<file path="src/rtl/pipe_hazard_ctrl.sv">
`default_nettype none
// ============================================================================
// Module      : pipe_hazard_ctrl
// Description : Hazard and forwarding control for an in-order pipeline.
//               Tracks the {valid, rd, reg_write, mem_read} state of the
//               post-ID stages (entry 0 = EX ... entry DEPTH-1 = WB).
//               Using that state it selects forwarding sources for the ID
//               operands, detects load-use hazards, handles EX redirects and
//               freezes the pipeline while data memory is busy. It also keeps
//               saturating stall/flush performance counters.
// Ports       : clk, rst (async, active-high)
//               i_id_*        : ID-stage instruction description
//               i_ex_redirect : taken branch / jump in EX
//               i_mem_busy    : data memory not ready (freeze)
//               o_stall_if/id, o_flush_if/id, o_freeze : pipeline control
//               o_fwd_rs1/2   : 0 = regfile, k+1 = result of stage k
//               o_stage_valid : valid bit per tracked stage
//               o_stall_cnt, o_flush_cnt : saturating event counters
// Revision    : 1.0 - initial release
// ============================================================================
module pipe_hazard_ctrl #(
  parameter int AW         = 5,
  parameter int DEPTH      = 3,
  parameter int LOAD_STAGE = 2,
  parameter int CW         = 32
) (
  input  logic                         clk,
  input  logic                         rst,
  input  logic                         i_id_valid,
  input  logic [AW-1:0]                i_id_rs1,
  input  logic [AW-1:0]                i_id_rs2,
  input  logic                         i_id_rs1_used,
  input  logic                         i_id_rs2_used,
  input  logic [AW-1:0]                i_id_rd,
  input  logic                         i_id_reg_write,
  input  logic                         i_id_mem_read,
  input  logic                         i_ex_redirect,
  input  logic                         i_mem_busy,
  output logic                         o_stall_if,
  output logic                         o_stall_id,
  output logic                         o_freeze,
  output logic                         o_flush_if,
  output logic                         o_flush_id,
  output logic [$clog2(DEPTH+1)-1:0]   o_fwd_rs1,
  output logic [$clog2(DEPTH+1)-1:0]   o_fwd_rs2,
  output logic [DEPTH-1:0]             o_stage_valid,
  output logic [CW-1:0]                o_stall_cnt,
  output logic [CW-1:0]                o_flush_cnt
);

  localparam int c_fw = $clog2(DEPTH+1);

  // Stage tracking shift register, bit/element k describes stage k
  logic [DEPTH-1:0] r_valid;
  logic [DEPTH-1:0] r_reg_write;
  logic [DEPTH-1:0] r_mem_read;
  logic [AW-1:0]    r_rd [DEPTH];
  logic [CW-1:0]    r_stall_cnt;
  logic [CW-1:0]    r_flush_cnt;

  logic [c_fw-1:0]  w_fwd_rs1;
  logic [c_fw-1:0]  w_fwd_rs2;
  logic             w_lu_rs1;
  logic             w_lu_rs2;
  logic             w_load_use;
  logic             w_stall;
  logic             w_flush_if;
  logic             w_flush_id;
  logic             w_bubble;

  // Scan from oldest to youngest so the youngest match overwrites older ones.
  always_comb begin
    w_fwd_rs1 = '0;
    w_fwd_rs2 = '0;
    w_lu_rs1  = 1'b0;
    w_lu_rs2  = 1'b0;
    for (int k = DEPTH-1; k >= 0; k--) begin
      if (r_valid[k] && r_reg_write[k] && i_id_rs1_used &&
          (i_id_rs1 != '0) && (r_rd[k] == i_id_rs1)) begin
        w_fwd_rs1 = c_fw'(k+1);
        w_lu_rs1  = r_mem_read[k] && (k < LOAD_STAGE);
      end
      if (r_valid[k] && r_reg_write[k] && i_id_rs2_used &&
          (i_id_rs2 != '0) && (r_rd[k] == i_id_rs2)) begin
        w_fwd_rs2 = c_fw'(k+1);
        w_lu_rs2  = r_mem_read[k] && (k < LOAD_STAGE);
      end
    end
  end

  // A bubble in ID never needs operands, so it never causes a load-use stall.
  assign w_load_use = i_id_valid && (w_lu_rs1 || w_lu_rs2);

  // Priority: freeze > redirect > load-use. While frozen, redirect and
  // load-use are simply re-evaluated once memory releases the pipeline.
  always_comb begin
    w_stall    = 1'b0;
    w_flush_if = 1'b0;
    w_flush_id = 1'b0;
    if (i_mem_busy) begin
      w_stall = 1'b1;
    end else if (i_ex_redirect) begin
      w_flush_if = 1'b1;
      w_flush_id = 1'b1;
    end else if (w_load_use) begin
      w_stall    = 1'b1;
      w_flush_id = 1'b1;
    end
    if (rst) begin
      w_stall    = 1'b0;
      w_flush_if = 1'b0;
      w_flush_id = 1'b0;
    end
  end

  assign w_bubble = i_ex_redirect || w_load_use;

  always_ff @(posedge clk or posedge rst) begin
    if (rst) begin
      r_valid     <= '0;
      r_reg_write <= '0;
      r_mem_read  <= '0;
      for (int k = 0; k < DEPTH; k++) begin
        r_rd[k] <= '0;
      end
      r_stall_cnt <= '0;
      r_flush_cnt <= '0;
    end else begin
      if (!i_mem_busy) begin
        r_valid     <= {r_valid[DEPTH-2:0],     i_id_valid     && !w_bubble};
        r_reg_write <= {r_reg_write[DEPTH-2:0], i_id_reg_write && !w_bubble};
        r_mem_read  <= {r_mem_read[DEPTH-2:0],  i_id_mem_read  && !w_bubble};
        for (int k = DEPTH-1; k > 0; k--) begin
          r_rd[k] <= r_rd[k-1];
        end
        r_rd[0] <= w_bubble ? '0 : i_id_rd;
      end
      if (w_stall && (r_stall_cnt != {CW{1'b1}})) begin
        r_stall_cnt <= r_stall_cnt + CW'(1);
      end
      if (w_flush_if && (r_flush_cnt != {CW{1'b1}})) begin
        r_flush_cnt <= r_flush_cnt + CW'(1);
      end
    end
  end

  assign o_stall_if    = w_stall;
  assign o_stall_id    = w_stall;
  assign o_freeze      = i_mem_busy && !rst;
  assign o_flush_if    = w_flush_if;
  assign o_flush_id    = w_flush_id;
  assign o_fwd_rs1     = w_fwd_rs1;
  assign o_fwd_rs2     = w_fwd_rs2;
  assign o_stage_valid = r_valid;
  assign o_stall_cnt   = r_stall_cnt;
  assign o_flush_cnt   = r_flush_cnt;

endmodule
`default_nettype wire

</file>
<file path="config.mk">
export PLATFORM = sky130hd
export DESIGN_NAME = pipe_hazard_ctrl
export DESIGN_NICKNAME = d
export VERILOG_FILES = /design/src/rtl/pipe_hazard_ctrl.sv
export SDC_FILE = /design/constraint.sdc
export NUM_CORES = 1
export LEC_CHECK = 0
export ABC_AREA = 1
export ABC_CLOCK_PERIOD_IN_PS = 3100
export CAP_MARGIN = 30
export CELL_PAD_IN_SITES_DETAIL_PLACEMENT = 2
export CELL_PAD_IN_SITES_GLOBAL_PLACEMENT = 2
export CORE_MARGIN = 2
export CORE_UTILIZATION = 30
export CTS_CLUSTER_SIZE = 20
export DETAILED_ROUTE_END_ITERATION = 16
export PLACE_DENSITY = 0.8
export SYNTH_ARGS = -nofsm -noshare
export SYNTH_HDL_FRONTEND = slang
export SYNTH_SLANG_ARGS = --single-unit
</file>
<file path="constraint.sdc">
create_clock -name clk -period 3.1 [get_ports clk]
set_clock_uncertainty 0.2 [all_clocks]
set_input_delay 0.31 -clock clk [delete_from_list [all_inputs] [get_ports clk]]
set_output_delay 0.31 -clock clk [all_outputs]
set_load 0.01 [all_outputs]
</file>
### Word level (Yosys, flattened, before mapping)

Cells that the tools add are included.
W data, S select, Z words.

| operators by class | value |
|---|---|
| $add $sub $neg | 2 |
| equality and inequality tests | 8 |
| mux-type cells | 21 |
| reductions and logical operators | 34 |

Operators with widths:

| cell | number |
|---|---|
| $add A32 B1 Y32 const B | 2 |
| $ne A32 B32 Y1 const B | 2 |
| $eq A5 B5 Y1 | 6 |
| $logic_and A1 B1 Y1 | 28 |
| $mux W1 | 14 |
| $mux W2 | 6 |
| $reduce_bool A5 Y1 | 2 |
| $mux W5 | 1 |
| $logic_not A1 Y1 | 2 |
| $logic_or A1 B1 Y1 | 2 |

| word-level totals | value |
|---|---|
| register bits after elaboration | 87 |
| bits of input ports | 24 |
| output and inout bits | 76 |
| logic and storage cells | 73 |

### Longest topological paths before layout

| logic depth | value |
|---|---|
| depth after elaboration | 13 |
| depth in mapped cells | 16 |
| mapped depth without buffers | 15 |

### Worst setup path after synthesis

OpenSTA, ideal clock, no wires.

| path | value |
|---|---|
| kind | register -> register |
| from | register r_stall_cnt[1] (netlist: o_stall_cnt[1]) |
| to | register r_stall_cnt[2] (netlist: o_stall_cnt[2]) |
| setup time | 0.118 ns |
| data arrival time | 1.742 ns |
| required time | 2.782 ns |
| setup slack | 1.040 ns |
| cell stages (with the launch flop) | 11 |
| path buffers | 2 |
| clock period less this slack | 2.060 ns |
| path through | dfrtp_1 > ha_1 > nand3_4 > nor2_4 > nand3_2 > nor2_2 > nand4_2 > buf_6 > buf_6 > nand3_1 > nand2_1 |

| between the ends | value |
|---|---|
| word-level cells in the longest chain between the ends | 2 |
| elaborated cells on any way between the ends | 3 |
| classes of those cells | add/sub: 1; eq/ne: 1; reduce/logical: 1 |

RTL lines:

| item | RTL line | text |
|---|---|---|
| start: declaration | 58 | `logic [CW-1:0] r_stall_cnt;` |
| start signal: assignment | 139 | `r_stall_cnt <= r_stall_cnt + CW'(1);` |
| branches (longest 2 deep; another with $add A32 B1 Y32) | -- |  |

Several ways; the timed one is not identified.
A chain may end at the register's enable or synchronous reset.

### Final worst setup path

| path | value |
|---|---|
| from | input i_id_rs2[1] |
| to | output o_stall_if |

| between the ends | value |
|---|---|
| word-level cells in the longest chain between the ends | 11 |
| elaborated cells on any way between the ends | 15 |
| classes of those cells | eq/ne: 2; mux: 6; reduce/logical: 7 |

RTL lines:

| item | RTL line | text |
|---|---|---|
| start: declaration | 31 | `input logic [AW-1:0] i_id_rs2,` |
| $reduce_bool A5 Y1 | 84 | `(i_id_rs2 != '0) && (r_rd[k] == i_id_rs2)) begin` |
| $logic_and A1 B1 Y1 | 83 | `if (r_valid[k] && r_reg_write[k] && i_id_rs2_used &&` |
| $logic_and A1 B1 Y1 | 84 |  |
| $mux W1 | 83 |  |
| $mux W1 * | 83 |  |
| $logic_or A1 B1 Y1 * | 92 | `assign w_load_use = i_id_valid && (w_lu_rs1 \|\| w_lu_rs2);` |
| $logic_and A1 B1 Y1 * | 92 |  |
| $mux W1 * | 105 | `end else if (w_load_use) begin` |
| $mux W1 * | 102 | `end else if (i_ex_redirect) begin` |
| $mux W1 * | 100 | `if (i_mem_busy) begin` |
| $mux W1 * | 109 | `if (rst) begin` |
| end: declaration | 39 | `output logic o_stall_if,` |

Mark *: on every way between the ends. The rest lies on a longest branch, timed or not.

==> results.toml <==
[routing]
vias_per_cell = 4.976
ant_nets = 0
drt-initial-drc-count = 224
wl_per_cell_microns = 18.06
vias = 5294
drt-pass1-iter-count = 4
totalWireLength_mm = 19.21
drc = 0

[worst_setup_path]
startpoint = "i_id_rs2[1]"
reg2reg_depth = 11
crit_path_max_incr_delay_ns = 0.59
crit_path_end_kind = "output pin"
reg2reg_to = "o_flush_cnt[28]"
required_ns = 2.59
path_cells = "clkdlybuf4s50_1 -> xnor2_1 -> nand2_1 -> nor2_1 -> nand2_1 -> nand2_1 -> nand2_1 -> nand2_2 -> nand3_2 -> nand2_4 -> clkdlybuf4s50_1"
worstReg2RegStart = "o_flush_cnt[0]"
worstPathArrival_ns = 2.44
cp_max_fo = 5
cpLargestDelayFamily = "buffers and inverters"
cp-start-kind = "input pin"
worstSetupPathType = "input pin to output pin"
crit_buf_inv = 2
cp_slowest_cell = "clkdlybuf4s50_1"
r2r_slack_ns = 0.37
worst_path_most_repeated_cell = "nand2_1"

[final_layout]
fin_area_sq_um = 6895
n_fill_cell = 2074
seq_area_sq_um = 2177
drive_gt1_share_pct = 6.198
fin_cells = 1064
area_growth_pct = 28.43
fin_util_pct = 39.59
multiInputGateArea_sq_um = 2779
antenna_cells = 0
nNetsFinal = 860

[global_routing]
grt_antenna_before_repair = 0
grt.overflow.total = 0
grt_max_degree = 37
grt_pass1_vias = 5883
grt_use_total_pct = 21.44
grt_pass1_wl_mm = 31.52

[synthesis]
synthCells = 732
synth_top_area_share_pct = 40.55
synthArstFlopShare_pct = 100.0
yosys_most_used_dff = "dfrtp_1"
yosys-top-cells-area = "dfrtp_1, nand2_1, xor2_1"
yosys_warnings = 0
synth_area_leader_cell = "dfrtp_1"
synth_cell_types = 34
synth_seq_cells = 87
syn_area_sq_um = 5369
avgSynthCellArea_sq_um = 7.335
syn_nets = 758
yosysSeqAreaShare_pct = 40.55
synth_edf_count = 0

[flow_run]
drv_cap = 0

[cts]
numClockSinks = 87
cts_made_buffers = 9
root_buffer = "clkbuf_16"
cts_tree = "built"
clockBufferDepth = 2
worstSkewPairLatency_ns = 0.35
htree_levels = 3
postCtsSetupRepairBufs = 0
clk_pin_slew_worst_paths_ns = 0.06

[sta]
min_period_ns = 2.945
hold_violations = 0
tns_ns = 0
finalCritPeriodShare_pct = 95.00
setup_viol = 0
slew_viol_final = 0
tightestPinTransition_ns = 0.6407
slew_headroom_pct = 57.24
fmax_mhz = 339.6
rsz0062_at_grt = "false"

[pwr]
clkPwrFrac_pct = 35.8
comb_power_share_pct = 18.9
cellLeakagePower_nw = 3.269
ir_drop_mv = 0.2460
switching_power_mw = 0.9392
p_int_mw = 2.072
swShare_pct = 31.19
p_total_mw = 3.012
p_seq_share_pct = 45.3
powerDensity_nw_per_um2 = 436.8

[die]
die_w_microns = 137.8
die_area_sq_um = 18980
ios = 100
rows = 48
core_sq_um = 17420
fp.dieH_microns = 137.8
start_util_pct = 30.83

[placed_design]
io_buffer_count = 99
routabilityCongestion = 0.8564
placed_area_sq_um = 6583
dp_cells = 1048
place_hpwl_mm = 15.03

[worst_hold_path]
holdPathEnd = "r_mem_read[1]"
hold_depth = 2
hold_start = "r_mem_read[1]"
worstHoldPathType = "flop to flop"

[run_status]
status = "finished clean"
worst max path at each step:
stage                     depth (start not counted)              to
after floorplan                                   1  o_flush_cnt[0]
after global placement                           16      o_flush_id
after detailed placement                         16      o_flush_id
after CTS                                        16      o_flush_id
after global routing                             14      o_stall_if
final                                            11      o_stall_if
worst register-to-register path: stages, from the launching register on:
cell and delay, ns:
dfrtp_1 0.41, ha_1 0.18, inv_1 0.07, nor3_2 0.20, nand2_1 0.15, nor2_1 0.30, nand2_1 0.12, nand2_1 0.38
inv_2 0.17, nand3b_1 0.21, nor3_1 0.09, xor2_1 0.14
sequential cells by signal (all words and copies together), names as in the netlist:
name           count
o_stage_valid      3
r_reg_write        3
o_flush_cnt       32
r_rd              15
o_stall_cnt       32
r_mem_read         2
metal layers:
layer  wire [microns]  up-vias  track usage, %
li1                 -     2524               -
met1             8918     2663           28.33
met2             9502       90           37.37
met3              581       17           3.091
met4              210        0           4.422
met5                0        -               0
final cells by class:
class / instances / area share, %
Clock inverter: 4 / 0.4355
Multi-Input combinational cell: 555 / 40.30
Clock buffer: 12 / 3.720
Inverter: 71 / 3.883
Sequential cell: 87 / 31.57
Timing Repair Buffer: 110 / 16.00
Tap cell: 225 / 4.083
layout by cell type, fill, tap and decap left out, types with 3 or more instances in the layout:
master             n
nand3_1           54
o21ai_1            4
dfrtp_1           87
dlymetal6s2s_1     7
clkbuf_16          9
nor4_1            10
nand2_1          262
xor2_1            44
o22ai_1            8
xnor2_1           25
a21oi_1            3
nor2_1            64
nand4_1           19
buf_4             10
o21ai_0           16
nor2_2             4
nor3_1            24
inv_1             62
clkdlybuf4s50_1   92
inv_2              8
kinds of logic after synthesis:
kind of cell / after synthesis / share of synthesized area, %
buffers and inverters: 90 / 7.854
and+or+nand+nor: 452 / 36.63
DFF: 87 / 40.55
adders and majority gates: 2 / 0.4660
AOI/OAI and AO/OA: 32 / 3.239
xor gates and xnor gates: 69 / 11.26
power by group through the flow:
stage                     logic, mW  clock network [mW]  registers (mW)
after floorplan               0.273                   0            1.37
after global placement        0.549                   0            1.38
after detailed placement      0.576                   0            1.39
after CTS                     0.580                1.10            1.37
after global routing          0.633                1.14            1.38
final                         0.569                1.08            1.36
repair_timing:
action | in CTS | in global routing
gates resized for setup | 0 | 9
endpoints found under the setup margin | 0 | 4
hold buffers | 0 | 0
stage by stage:
step	setup slack [ns]	hold WS (ns)
6_report	0.1550	0.3157
5_1_grt	0.001498	0.3464
4_1_cts	0.02065	0.3206
3_5_place_dp	0.03737	0.3090
3_3_place_gp	0.06710	0.2632
2_1_floorplan	0.3398	0.2488
cell usage after synthesis (3+ instances only):
library cell / n
a21oi_1: 3
buf_2: 5
buf_6: 4
clkbuf_1: 6
dfrtp_1: 87
inv_1: 63
inv_2: 8
nand2_1: 262
nand3_1: 54
nand4_1: 19
nor2_1: 65
nor2_2: 3
nor3_1: 24
nor4_1: 11
o21ai_0: 16
o21ai_1: 4
o22ai_1: 8
xnor2_1: 25
xor2_1: 44
No activity file was read; power rests on OpenSTA's default activity.
==> edit 1, RTL diff (same flow settings) <==
Set the parameter `AW` to 7 (it was 5).
--- a/src/rtl/pipe_hazard_ctrl.sv
+++ b/src/rtl/pipe_hazard_ctrl.sv
@@ -20,5 +20,5 @@
 // ============================================================================
 module pipe_hazard_ctrl #(
-  parameter int AW         = 5,
+  parameter int AW         = 7,
   parameter int DEPTH      = 3,
   parameter int LOAD_STAGE = 2,
Interface: changed (resized i_id_rd, i_id_rs1 and i_id_rs2); port bits go from 100 to 106. The function was not compared with the original's and may differ.
==> edit 1 against the original RTL <==
Power grew 2.1%. Sequential power grew 5%. Synthesized cell count grew 5.7%. Design area grew 7.7%. Register-to-register slack gained 0.10 ns. Critical path depth shrank 3. Sequential cell count grew 6. Count of clock-buffer cells in the layout is the same. Worst setup slack lost 0.029 ns. Area after synthesis grew 5.5%. Routed wire length grew 5.8%. Critical endpoint is now o_fwd_rs2[0].
==> edit 1: results (changes against the original RTL) <==
- The cell area after synthesis was 5663 sq um (+5.5%).
- The leakage power of the design was 0.003473 uW (+6.2%).
- The number of design-rule violations left by the first detailed-router iteration came to 193 (-14%).
- The TritonCTS buffer count came to 9 (unchanged).
- The total net switching power is 930.2 uW (-0.96%).
- The non-clock buffer count in the final layout is 129 (+17%).
- The synthesized instance count is 774 (+5.7%).
- The arrival time reported for the critical path endpoint was 2.46 ns (+0.02 ns).
- The portion of the post-synthesis area used by sequential elements came to 41.10% (+0.55 points).
- The routability congestion estimate is 0.8575 (+0.13%).
- The area share of the leading cell type in the synthesized netlist came to 41.10% (+0.55 points).
- The average detailed-routed wire length per instance came to 17.90 microns (-0.85%).
- The met3 track demand over resource in global routing is 2.666% (-0.42 points).
- The detailed-routing wirelength on met1 is 9.121 mm (+2.3%).
- The slew at the pin closest to its max-slew limit is 0.6813 ns (+0.04062 ns).
- The total nets after synthesis was 806 (+6.3%).
- The wire length of the first global-routing pass is 32.85 mm (+4.2%).
- The port buffer count is 105 (+6.1%).
- The register area came to 2327 sq um (+6.9%).
- The number of nets in the layout was 928 (+7.9%).
- The relative area of non-clock buffer cells in the final design was 16.94% (+0.93 points).
- The cell family contributing the most delay on the critical path is buffers and inverters.
- The maximum cell stage delay along the critical path is 0.58 ns.
- The via count of the first global-routing pass was 6051 (+2.9%).
- The largest net degree at the start of global routing is 45 (+22%).
- The most used flip-flop cell after synthesis is sky130_fd_sc_hd__dfrtp_1.
- The multi-input combinational cell count is 580 (+4.5%).
- The multi-input combinational area share is 39.64% (-0.66 points).
- By area the synthesized netlist is led by sky130_fd_sc_hd__dfrtp_1 41%, sky130_fd_sc_hd__nand2_1 19%, sky130_fd_sc_hd__xor2_1 8.0%.
- The routed wire length on met3 was 455 microns (-22%).
- The post-detailed-placement half-perimeter wirelength is 15.74 mm (+4.7%).
- The sequential cell count is 93 (+6.9%).
- The placed instance area is 7106 sq um (+7.9%).
- The post-placement setup slack is -0.1641 ns (-0.2015 ns).
- The wire length on met2 is 10.40 mm (+9.5%).
- The count of fill cells added during filler insertion came to 2187 (+5.4%).
- The footprint of the multi-input gates came to 2943 sq um (+5.9%).
- The fraction of met2 tracks used by global routing is 37.33% (-0.041 points).
- The run finished with clean final reports.
- The quantity of gates resized following cts is 12 (+12).
-- edit 1: final timing paths --
| path | start | end | slack (ns) | cells past startpoint |
|---|---|---|---|---|
| max in group asynchronous | rst | o_stall_cnt[14] | 1.78 | 3 |
| worst max-delay path | i_id_rs2[6] | o_fwd_rs2[0] | 0.13 | 8 |
| worst min register to register | r_mem_read[1] | r_mem_read[1] | 0.29 | 2 |
| worst max register to register | r_rd[15] | o_stall_cnt[2] | 0.47 | 18 |
| worst min-delay path | r_mem_read[1] | r_mem_read[1] | 0.29 | 2 |
| min in group asynchronous | rst | o_flush_cnt[13] | 0.31 | 2 |
-- edit 1: logic make-up after synthesis --
logic type | after synthesis | share of synthesized area, %
XOR/XNOR | 73 | 11.29
flip-flops | 93 | 41.10
AO/OA/AOI/OAI | 41 | 4.154
AND/OR/NAND/NOR | 464 | 35.57
adder cells (fa/ha/maj) | 2 | 0.4418
buffers and inverters | 101 | 7.446
==> edit 2, RTL diff (same settings) <==
Without the edit above. Reset style: synchronous (`rst`), changed in one clocked block. Comments in the files are not updated.
--- a/src/rtl/pipe_hazard_ctrl.sv
+++ b/src/rtl/pipe_hazard_ctrl.sv
@@ -116,5 +116,5 @@
   assign w_bubble = i_ex_redirect || w_load_use;
 
-  always_ff @(posedge clk or posedge rst) begin
+  always_ff @(posedge clk) begin
     if (rst) begin
       r_valid     <= '0;
Function: differs if rst is asserted again (counterexample within 4 cycles, from zero or initial values and one cycle with rst high); with rst held inactive, the same outputs for 10 cycles.
==> edit 2 against the original RTL <==
Design area fell by 3.4%. Synthesized cell count rose by 1.5%. Non-clock buffer count rose by 3. Area after synthesis fell by 5.8%. Worst setup slack got worse by 0.089 ns. Sequential cell count did not move. First-iteration DRC count fell by 3.6%. Routed wire length rose by 0.32%. Highest routed layer unchanged.
Power is not compared: it rests on default switching activity, and its combinational part moved more than twofold at a synthesized area within 25%.
==> edit 2: results (changes against the original RTL) <==
- The number of nets in the layout came to 873 (+1.5%).
- The critical path capture point is o_flush_id.
- The portion of the post-synthesis area used by sequential elements is 37.41% (-3.1 points).
- The parity-gate share of the synthesized area counting xor and xnor cells is 8.313% (-2.9 points).
- By area the synthesized netlist is led by sky130_fd_sc_hd__dfxtp_1 29%, sky130_fd_sc_hd__nand2_1 13%, sky130_fd_sc_hd__edfxtp_1 8.9%.
- The count of cell types in the netlist came to 35 (+2.9%).
- The run finished with clean final reports.
- The path class of the tightest hold or removal check is in -> reg.
- The end of the worst register-to-register path is o_stall_cnt[9].
- The routability congestion estimate is 0.8525 (-0.46%).
- The most used flip-flop cell after synthesis is sky130_fd_sc_hd__dfxtp_1.
- The most critical setup path has its startpoint at i_id_rs1[4].
- The number of design-rule violations left by the first detailed-router iteration is 216 (-3.6%).
- The average detailed-routed wire length per instance was 17.98 microns (-0.43%).
- The total number of vias is 5341 (+0.89%).
- The wire length of the first global-routing pass came to 31.74 mm (+0.70%).
- The critical register-to-register path startpoint is o_stall_cnt[1].
- The post-detailed-placement half-perimeter wirelength was 15.07 mm (+0.27%).
- For hold timing, the worst endpoint is o_stall_cnt[11].
- The wire length after detailed routing came to 19.27 mm (+0.32%).
- The number of cell instances on the worst register-to-register path is 12 (+1).
- The overall global routing resource usage is 22.24% (+0.80 points).
- The startpoint identified for the worst hold timing path is rst.
- The number of enable flip-flop cells after synthesis is 15 (+15).
- The synthesized-area fraction occupied by ao, oa, aoi and oai cells was 9.179% (+5.9 points).
- The per-instance average area after synthesis came to 6.807 sq um (-7.2%).
- The share of cells above drive strength 1 is 6.103% (-0.095 points).
- The adder-cell area share of the yosys netlist is 0.4948% (+0.029 points).
- The commonest cells after synthesis are 176 x sky130_fd_sc_hd__nand2_1, 98 x sky130_fd_sc_hd__nor2_1, 80 x sky130_fd_sc_hd__inv_1.
- The via count of the first global-routing pass is 5981 (+1.7%).
- The placed instance area came to 6307 sq um (-4.2%).
edit 2: layer usage:
| metal | routed length, microns | global-route usage [%] | up-vias |
|---|---|---|---|
| met5 | 0 | 0 | - |
| li1 | - | - | 2622 |
| met3 | 650 | 3.364 | 13 |
| met4 | 209 | 5.792 | 0 |
| met2 | 9836 | 39.80 | 81 |
| met1 | 8576 | 27.91 | 2625 |
edit 2: worst max-delay path, cell delays in order:
cell	delay, ns
sky130_fd_sc_hd__clkdlybuf4s50_1	0.49
sky130_fd_sc_hd__inv_1	0.17
sky130_fd_sc_hd__nand2_1	0.07
sky130_fd_sc_hd__nor2_1	0.18
sky130_fd_sc_hd__nor2_1	0.09
sky130_fd_sc_hd__nand2_1	0.12
sky130_fd_sc_hd__nand2_1	0.09
sky130_fd_sc_hd__nand2_1	0.06
sky130_fd_sc_hd__nand2_1	0.05
sky130_fd_sc_hd__nand2_1	0.13
sky130_fd_sc_hd__a21oi_2	0.09
sky130_fd_sc_hd__nor2_1	0.12
sky130_fd_sc_hd__clkdlybuf4s50_1	0.55
edit 2: what timing repair did:
action / 4_1_cts / 5_1_grt
resized for setup: 2 / 8
setup endpoints to repair: 2 / 4
setup buffers: 0 / 0
edit 2: final cells by class:
cell class	instances	area, sq um
fill	1950	9864
multi-input combinational	548	2728
sequential	87	1892
timing repair buffer	113	1105
inverter	88	330.3
tap	220	275.3
clock buffer	12	236.5
clock inverter	4	93.84
edit 2: power groups by stage:
| stage | combinational (uW) | sequential (uW) | clock [uW] |
|---|---|---|---|
| CTS | 210 | 1190 | 1280 |
| global route | 228 | 1190 | 1340 |
| floorplan | 112 | 1210 | 0 |
| finish | 206 | 1190 | 1260 |
| global placement | 199 | 1210 | 0 |
| detailed placement | 207 | 1210 | 0 |
